$ cat config.mk
export PLATFORM = sky130hd
export DESIGN_NAME = vga_sig_gen
export DESIGN_NICKNAME = d
export VERILOG_FILES = /design/src/rtl/vga_pkg.sv /design/src/rtl/vga_timing_counter.sv /design/src/rtl/vga_sig_gen.sv
export SDC_FILE = /design/constraint.sdc
export NUM_CORES = 1
export LEC_CHECK = 0
export CAP_MARGIN = 20
export CORE_MARGIN = 3
export CORE_UTILIZATION = 47
export DETAILED_ROUTE_END_ITERATION = 10
export MAX_ROUTING_LAYER = met4
export PLACE_DENSITY = 0.76
export SLEW_MARGIN = 15
export SYNTH_ARGS = -nofsm -noshare
export SYNTH_HDL_FRONTEND = slang
export SYNTH_SLANG_ARGS = --single-unit
$ cat constraint.sdc
create_clock -name CLK -period 2.7 [get_ports CLK]
set_input_delay 0.81 -clock CLK [delete_from_list [all_inputs] [get_ports CLK]]
set_output_delay 0.81 -clock CLK [all_outputs]
set_load 0.01 [all_outputs]
$ cat src/rtl/vga_pkg.sv
// Shared timing constants, colour-field slices and a colour-select helper for the VGA signal generator.
package vga_pkg;

    localparam int CLK_DIV = 4;

    localparam int H_VIS  = 640;
    localparam int H_FP   = 16;
    localparam int H_SYNC = 96;
    localparam int H_BP   = 48;
    localparam int V_VIS  = 480;
    localparam int V_FP   = 10;
    localparam int V_SYNC = 2;
    localparam int V_BP   = 33;

    localparam int H_TOTAL = H_VIS + H_FP + H_SYNC + H_BP;
    localparam int V_TOTAL = V_VIS + V_FP + V_SYNC + V_BP;

    localparam int H_SYNC_START = H_VIS + H_FP;
    localparam int H_SYNC_END   = H_SYNC_START + H_SYNC;
    localparam int V_SYNC_START = V_VIS + V_FP;
    localparam int V_SYNC_END   = V_SYNC_START + V_SYNC;

    localparam int COUNT_W  = 10;
    localparam int ADDR_W   = 15;
    localparam int ADDR_X_W = 8;
    localparam int ADDR_Y_W = 7;

    localparam int FG_MSB = 15;
    localparam int FG_LSB = 8;
    localparam int BG_MSB = 7;
    localparam int BG_LSB = 0;

    typedef logic [7:0] colour_t;

    function automatic colour_t pickColour(input logic [15:0] cfg, input logic useFg);
        return useFg ? cfg[FG_MSB:FG_LSB] : cfg[BG_MSB:BG_LSB];
    endfunction

endpackage

$ cat src/rtl/vga_timing_counter.sv
// Pixel-tick divider plus horizontal/vertical scan counters and the frame-start pulse.
module vga_timing_counter #(
    parameter int CLK_DIV = vga_pkg::CLK_DIV,
    parameter int H_VIS   = vga_pkg::H_VIS,
    parameter int H_FP    = vga_pkg::H_FP,
    parameter int H_SYNC  = vga_pkg::H_SYNC,
    parameter int H_BP    = vga_pkg::H_BP,
    parameter int V_VIS   = vga_pkg::V_VIS,
    parameter int V_FP    = vga_pkg::V_FP,
    parameter int V_SYNC  = vga_pkg::V_SYNC,
    parameter int V_BP    = vga_pkg::V_BP
) (
    input  logic                        clk_i,
    input  logic                        rstN_i,
    output logic                        tick_o,
    output logic [vga_pkg::COUNT_W-1:0] h_o,
    output logic [vga_pkg::COUNT_W-1:0] v_o,
    output logic [vga_pkg::COUNT_W-1:0] nextH_o,
    output logic [vga_pkg::COUNT_W-1:0] nextV_o,
    output logic                        visible_o,
    output logic                        frameStart_o
);
    import vga_pkg::*;

    localparam int DIV_W    = $clog2(CLK_DIV);
    localparam int LINE_LEN = H_VIS + H_FP + H_SYNC + H_BP;
    localparam int NUM_LINE = V_VIS + V_FP + V_SYNC + V_BP;

    logic [DIV_W-1:0]   divCount_q, divCount_d;
    logic [COUNT_W-1:0] hCount_q, hCount_d;
    logic [COUNT_W-1:0] vCount_q, vCount_d;
    logic               restart_q;
    logic               frameStart_q, frameStart_d;
    logic               tick;

    always_comb begin
        tick         = (divCount_q == DIV_W'(CLK_DIV - 1));
        divCount_d   = tick ? '0 : divCount_q + 1'b1;
        hCount_d     = hCount_q;
        vCount_d     = vCount_q;
        if (tick) begin
            if (hCount_q == COUNT_W'(LINE_LEN - 1)) begin
                hCount_d = '0;
                vCount_d = (vCount_q == COUNT_W'(NUM_LINE - 1)) ? '0 : vCount_q + 1'b1;
            end else begin
                hCount_d = hCount_q + 1'b1;
            end
        end
        // The first edge out of reset counts as a frame start as well as every wrap to the origin.
        frameStart_d = restart_q || (tick && (hCount_d == '0) && (vCount_d == '0));
    end

    always_ff @(posedge clk_i) begin
        if (!rstN_i) begin
            divCount_q   <= '0;
            hCount_q     <= '0;
            vCount_q     <= '0;
            restart_q    <= 1'b1;
            frameStart_q <= 1'b0;
        end else begin
            divCount_q   <= divCount_d;
            hCount_q     <= hCount_d;
            vCount_q     <= vCount_d;
            restart_q    <= 1'b0;
            frameStart_q <= frameStart_d;
        end
    end

    assign tick_o       = tick;
    assign h_o          = hCount_q;
    assign v_o          = vCount_q;
    assign nextH_o      = hCount_d;
    assign nextV_o      = vCount_d;
    assign visible_o    = (hCount_q < COUNT_W'(H_VIS)) && (vCount_q < COUNT_W'(V_VIS));
    assign frameStart_o = frameStart_q;

endmodule

$ cat src/rtl/vga_sig_gen.sv
// 640x480 VGA generator scanning a 160x120 1-bpp frame buffer with 4x4 pixel scaling.
// Optional build macro VGA_BORDER_EN forces the outermost visible ring to the foreground colour.
module vga_sig_gen #(
    parameter int CLK_DIV = vga_pkg::CLK_DIV,
    parameter int H_VIS   = vga_pkg::H_VIS,
    parameter int H_FP    = vga_pkg::H_FP,
    parameter int H_SYNC  = vga_pkg::H_SYNC,
    parameter int H_BP    = vga_pkg::H_BP,
    parameter int V_VIS   = vga_pkg::V_VIS,
    parameter int V_FP    = vga_pkg::V_FP,
    parameter int V_SYNC  = vga_pkg::V_SYNC,
    parameter int V_BP    = vga_pkg::V_BP
) (
    input  logic        CLK,
    input  logic        RESET,
    input  logic [15:0] CONFIG_COLOURS,
    input  logic        VGA_DATA,
    output logic [14:0] VGA_ADDR,
    output logic        VGA_HS,
    output logic        VGA_VS,
    output logic [7:0]  VGA_COLOUR,
    output logic        FRAME_START
);
    import vga_pkg::*;

    localparam int HS_START = H_VIS + H_FP;
    localparam int HS_END   = HS_START + H_SYNC;
    localparam int VS_START = V_VIS + V_FP;
    localparam int VS_END   = VS_START + V_SYNC;

    logic               tick, visible, nextVisible, inBorder, frameStart;
    logic [COUNT_W-1:0] hCount, vCount, nextH, nextV;
    logic [ADDR_W-1:0]  addr_q, addr_d;
    logic               hs_q, hs_d, vs_q, vs_d;
    colour_t            colour_q, colour_d, pixelColour;

    vga_timing_counter #(
        .CLK_DIV(CLK_DIV), .H_VIS(H_VIS), .H_FP(H_FP), .H_SYNC(H_SYNC), .H_BP(H_BP),
        .V_VIS(V_VIS), .V_FP(V_FP), .V_SYNC(V_SYNC), .V_BP(V_BP)
    ) uTiming (
        .clk_i        (CLK),
        .rstN_i       (RESET),
        .tick_o       (tick),
        .h_o          (hCount),
        .v_o          (vCount),
        .nextH_o      (nextH),
        .nextV_o      (nextV),
        .visible_o    (visible),
        .frameStart_o (frameStart)
    );

    // Address stage: request the pixel the counters are about to show; hold through blanking.
    always_comb begin
        addr_d      = addr_q;
        nextVisible = (nextH < COUNT_W'(H_VIS)) && (nextV < COUNT_W'(V_VIS));
        if (tick && nextVisible) begin
            addr_d = {ADDR_Y_W'(nextV >> 2), ADDR_X_W'(nextH >> 2)};
        end
    end

    // Output stage: the current counters name the pixel whose address went out one tick ago.
    always_comb begin
        inBorder = 1'b0;
`ifdef VGA_BORDER_EN
        inBorder = (hCount == '0) || (hCount == COUNT_W'(H_VIS - 1)) ||
                   (vCount == '0) || (vCount == COUNT_W'(V_VIS - 1));
`endif
        pixelColour = pickColour(CONFIG_COLOURS, VGA_DATA || inBorder);
        colour_d    = colour_q;
        hs_d        = hs_q;
        vs_d        = vs_q;
        if (tick) begin
            colour_d = visible ? pixelColour : '0;
            hs_d     = !((hCount >= COUNT_W'(HS_START)) && (hCount < COUNT_W'(HS_END)));
            vs_d     = !((vCount >= COUNT_W'(VS_START)) && (vCount < COUNT_W'(VS_END)));
        end
    end

    always_ff @(posedge CLK) begin
        if (!RESET) begin
            addr_q   <= '0;
            hs_q     <= 1'b1;
            vs_q     <= 1'b1;
            colour_q <= '0;
        end else begin
            addr_q   <= addr_d;
            hs_q     <= hs_d;
            vs_q     <= vs_d;
            colour_q <= colour_d;
        end
    end

    assign VGA_ADDR    = addr_q;
    assign VGA_HS      = hs_q;
    assign VGA_VS      = vs_q;
    assign VGA_COLOUR  = colour_q;
    assign FRAME_START = frameStart;

endmodule

==> out/results.env <==
STATUS='complete, no violations'
FIN_CELLS=399
FLOORPLAN.DIE_AREA_UM2=6030
SW_FRAC_OF_TOTAL_PCT=24.2
IO_BUFFER_COUNT=44
PLACED_CELLS=391
SYNTH.NET_COUNT=294
VIA_PER_INST=5.43
TIMING.FINAL.SETUP_VIOLATIONS=0
TIMING.SLEW.HEADROOM_PCT=69.0
GRT_FIRST_PASS_WIRELENGTH_MM=10.4
REPORT.POWER.TOTAL_W=0.00132
SYNTH.YOSYS.WARNINGS=0
INITIAL_CORE_UTIL_PCT=49.8
CORE_AREA_UM2=4850
CELL_INTERNAL_PWR_W=0.00100
COMBPWRFRAC_PCT=10.4
DP_HPWL_MM=4.40
CELLPOWERDENSITY_nW_PER_UM2=414
POSTSYNTHAREAPERCELL_UM2=8.98
FINALCRITPERIODSHARE_PCT=96.2
SEQUENTIALPOWERSHARE_PCT=56.7
POWER_SWITCHING_W=0.000319
DIODES=0
CLOCKROOTBUFFER='sky130_fd_sc_hd__clkbuf_8'
CTS.SINK_COUNT=49
PEAKVDDDROP_uV=357
LAYOUT_MIN_CYCLE_TIME_PS=2600
POSTSYNTH.ASYNCRESETSHARE_PCT=0
GRT_UTIL_ALL_LAYERS_PCT=21.7
SYNTH_ENABLE_FLOP_CELLS=0
TOTALNEGATIVESETUPSLACK_PS=0
MAXCLOCKFREQUENCY_MHz=385
ROUTEDWLPERCELL_UM=15.1
CELL_AREA_AFTER_PLACEMENT_UM2=3080
CLOCK-SKEW-FINAL_PS=7.23
CRIT_REQUIRED_PS=2900
WORSTPATHARRIVAL_PS=2800
CORE.ROWCOUNT=25
SETUP_REPAIR_AFTER_GLOBAL_ROUTING_MISSED_ITS_MARGIN='no'
LAYOUT-DRIVE-GT1-SHARE_PCT=16.3
FIN_UTIL_PCT=65.7
CTS-HTREE-LEVELS=2
WORST_SKEW_PAIR.LATE_LATENCY_PS=300
SYNTH_TOP_AREA_CELL='sky130_fd_sc_hd__dfxtp_1'
TIMING.CRITICAL_PATH.FROM_TYPE='register'
FLOW.AREA_GROWTH_FROM_SYNTHESIS_PCT=31.9
POWER.LEAKAGE_nW=1.30
DETAILED_ROUTE_VIA_COUNT=2168
END_KIND='register'
FINAL_HOLD_VIOL_COUNT=0
SLEW_VIOL_FINAL=0
CRIT_PATH_KIND='reg -> reg'
ANTENNA_FOUND_INITIAL=0
DIE_WIDTH_UM=77.7
DESIGN_AREA_UM2=3190
SYNTH-MAIN-FF-CELL='sky130_fd_sc_hd__dfxtp_1'
WORST_SLEW_PIN_SLEW_PS=463
DIEHEIGHT_UM=77.7
SYNTH.LIB_CELLS_USED.DISTINCT=53
CTS-BUFFERS-INSERTED=5
LAYOUT.AREA.SEQ_UM2=981
FINAL_ANTENNA_NET_COUNT=0
FIN_NETS=356
MAX_CAP_VIOLATIONS=0
YS_SEQ_AREA_SHARE_PCT=40.6
GP_ROUTABILITY_CONGESTION=0.923
GRT_PASS1_VIAS=2186
WORST-PATH-MAX-FANOUT=10
CLK_PIN_SLEW_WORST_PATHS_PS=90
SYNTHCELLS=269
CTS_BUFFER_DEPTH=2
TRITONCTS_CLOCK_TREE='done'
YS_FF_LATCH=49
NETLIST.AREA_LEADER.SHARE_PCT=40.6
POST_SYNTH_MAIN_AREA_CONTRIBUTORS='sky130_fd_sc_hd__dfxtp_1 (41%), sky130_fd_sc_hd__mux2_2 (4.2%), sky130_fd_sc_hd__mux2i_1 (4.1%), sky130_fd_sc_hd__nand2_1 (3.7%), sky130_fd_sc_hd__and2_1 (3.6%)'
GRT_START_MAX_NET_PINS=25
CTS_SETUP_BUFFERS=0
WORST_HOLD_PATH_TYPE='reg -> reg'
MULTI_INPUT_LOGIC_AREA_UM2=1360
GRT.OVERFLOW.TOTAL=0
INITIALDRTVIOLATIONCOUNT=207
DETAILEDROUTE.FIRSTPASSITERATIONCOUNT=4
NETLIST_AREA_UM2=2410
IOPINCOUNT=45
ROUTED_WL_MM=6.02
RESIDUAL_DRC_COUNT=0
PWR-SHARE-CLK_PCT=32.9
LAYOUT.FILLER_CELLS=393
==> final cells by class <==
type / instances / share of cell area, %
inverter: 11 / 1.30
tap: 67 / 2.63
clock buffer: 6 / 2.28
clock inverter: 2 / 0.471
multi-input combinational: 196 / 42.7
sequential: 49 / 30.8
timing repair buffer: 68 / 19.9
==> cell families (layout without fill, tap and decap cells) <==
logic type,Yosys count,count (layout),synth area share (%)
xor gates and xnor gates,11,11,3.99
DFF,49,49,40.6
AOI/OAI and AO/OA,54,54,15.7
and+or+nand+nor,106,106,23.9
muxes,19,19,8.34
adders and majority gates,6,6,3.11
buffers and inverters,24,87,4.30
==> synth_stat cells (2+ instances only) <==
library cell	instances
sky130_fd_sc_hd__nand4_1	6
sky130_fd_sc_hd__o221a_2	5
sky130_fd_sc_hd__inv_1	10
sky130_fd_sc_hd__xnor2_1	5
sky130_fd_sc_hd__nand2_1	24
sky130_fd_sc_hd__and2_1	14
sky130_fd_sc_hd__buf_1	2
sky130_fd_sc_hd__a21oi_1	12
sky130_fd_sc_hd__or3_1	4
sky130_fd_sc_hd__ha_1	6
sky130_fd_sc_hd__xor2_1	6
sky130_fd_sc_hd__o211ai_1	2
sky130_fd_sc_hd__a21o_1	2
sky130_fd_sc_hd__buf_2	2
sky130_fd_sc_hd__and3_1	5
sky130_fd_sc_hd__o21ai_0	17
sky130_fd_sc_hd__clkbuf_1	7
sky130_fd_sc_hd__nor4_1	2
sky130_fd_sc_hd__nand3_1	15
sky130_fd_sc_hd__mux2i_1	10
sky130_fd_sc_hd__a31oi_1	2
sky130_fd_sc_hd__nand2b_1	2
sky130_fd_sc_hd__nor3_1	5
sky130_fd_sc_hd__dfxtp_1	49
sky130_fd_sc_hd__nor2_1	18
sky130_fd_sc_hd__mux2_2	9
sky130_fd_sc_hd__o31a_1	2
==> worst max-delay path: stages, from the launching register on <==
cell and delay, ps:
sky130_fd_sc_hd__dfxtp_1 320, sky130_fd_sc_hd__or4b_4 570, sky130_fd_sc_hd__or3_4 440, sky130_fd_sc_hd__nor4_4 300, sky130_fd_sc_hd__xnor2_2 160, sky130_fd_sc_hd__o211ai_4 210, sky130_fd_sc_hd__buf_12 160, sky130_fd_sc_hd__mux2_2 330
==> power by group through the flow <==
stage / combinational, W / clock [W] / sequential, W
after floorplan: 0.0000549 / 0 / 0.000769
after global placement: 0.000134 / 0 / 0.000764
after detailed placement: 0.000138 / 0 / 0.000765
after CTS: 0.000138 / 0.000442 / 0.000748
after global routing: 0.000150 / 0.000474 / 0.000750
final: 0.000137 / 0.000433 / 0.000748
==> routing by layer <==
metal / vias up / GRT usage [%] / part of all wire, % / wire (um)
met5: - / - / 0 / 0
met4: 0 / 3.56 / 1.1 / 66
met3: 9 / 4.18 / 6.1 / 367
met2: 76 / 35.2 / 48 / 2890
met1: 993 / 28.7 / 45 / 2700
li1: 1090 / - / - / -
==> sequential cells by signal, summed over array words and instances, names as in the netlist <==
signal / count
VGA_COLOUR: 8
VGA_ADDR: 15
uTiming.frameStart_o: 1
uTiming.h_o: 10
VGA_HS: 1
uTiming.v_o: 10
uTiming.divCount_q: 2
uTiming.restart_q: 1
VGA_VS: 1
==> final timing paths <==
check	slack, ps	to	startpoint	depth (start not counted)
worst max-delay path	100	VGA_ADDR[6]	uTiming.h_o[5]	7
worst min-delay path	450	uTiming.divCount_q[0]	uTiming.divCount_q[0]	1
worst min register to register	450	uTiming.divCount_q[0]	uTiming.divCount_q[0]	1
worst max register to register	100	VGA_ADDR[6]	uTiming.h_o[5]	7
==> cells in the final DEF (no fill, tap or decap), drive strengths merged, types with 2 or more instances in the layout <==
| master | Yosys | final |
|---|---|---|
| nand3 | 15 | 15 |
| nand2b | 2 | 2 |
| and2 | 14 | 14 |
| mux2i | 10 | 10 |
| nand4 | 6 | 6 |
| clkinvlp | 0 | 2 |
| inv | 10 | 10 |
| mux2 | 9 | 9 |
| a21oi | 12 | 12 |
| or3 | 4 | 4 |
| a31oi | 2 | 2 |
| nand2 | 24 | 24 |
| xnor2 | 5 | 5 |
| o211ai | 3 | 3 |
| dfxtp | 49 | 49 |
| a21o | 2 | 2 |
| and3 | 5 | 5 |
| ha | 6 | 6 |
| clkdlybuf4s50 | 0 | 44 |
| o31a | 2 | 2 |
| nor4 | 4 | 4 |
| nor2 | 18 | 18 |
| buf | 6 | 24 |
| xor2 | 6 | 6 |
| or4b | 2 | 2 |
| nor3 | 5 | 5 |
| o21ai | 17 | 17 |
| o221a | 5 | 5 |
| clkbuf | 7 | 6 |
==> per-stage QoR <==
stage                     setup WS [ps]  hold slack [ps]
after floorplan                   -49.1              398
after global placement             98.3              412
after detailed placement           12.3              429
after CTS                          4.07              448
after global routing               10.9              468
final                               102              447
==> repair_timing <==
item,CTS,global route
setup endpoints to repair,0,9
resized for setup,0,4
endpoints found under the hold margin,0,0
hold buffers,0,0
No activity file was read; power rests on OpenSTA's default activity.
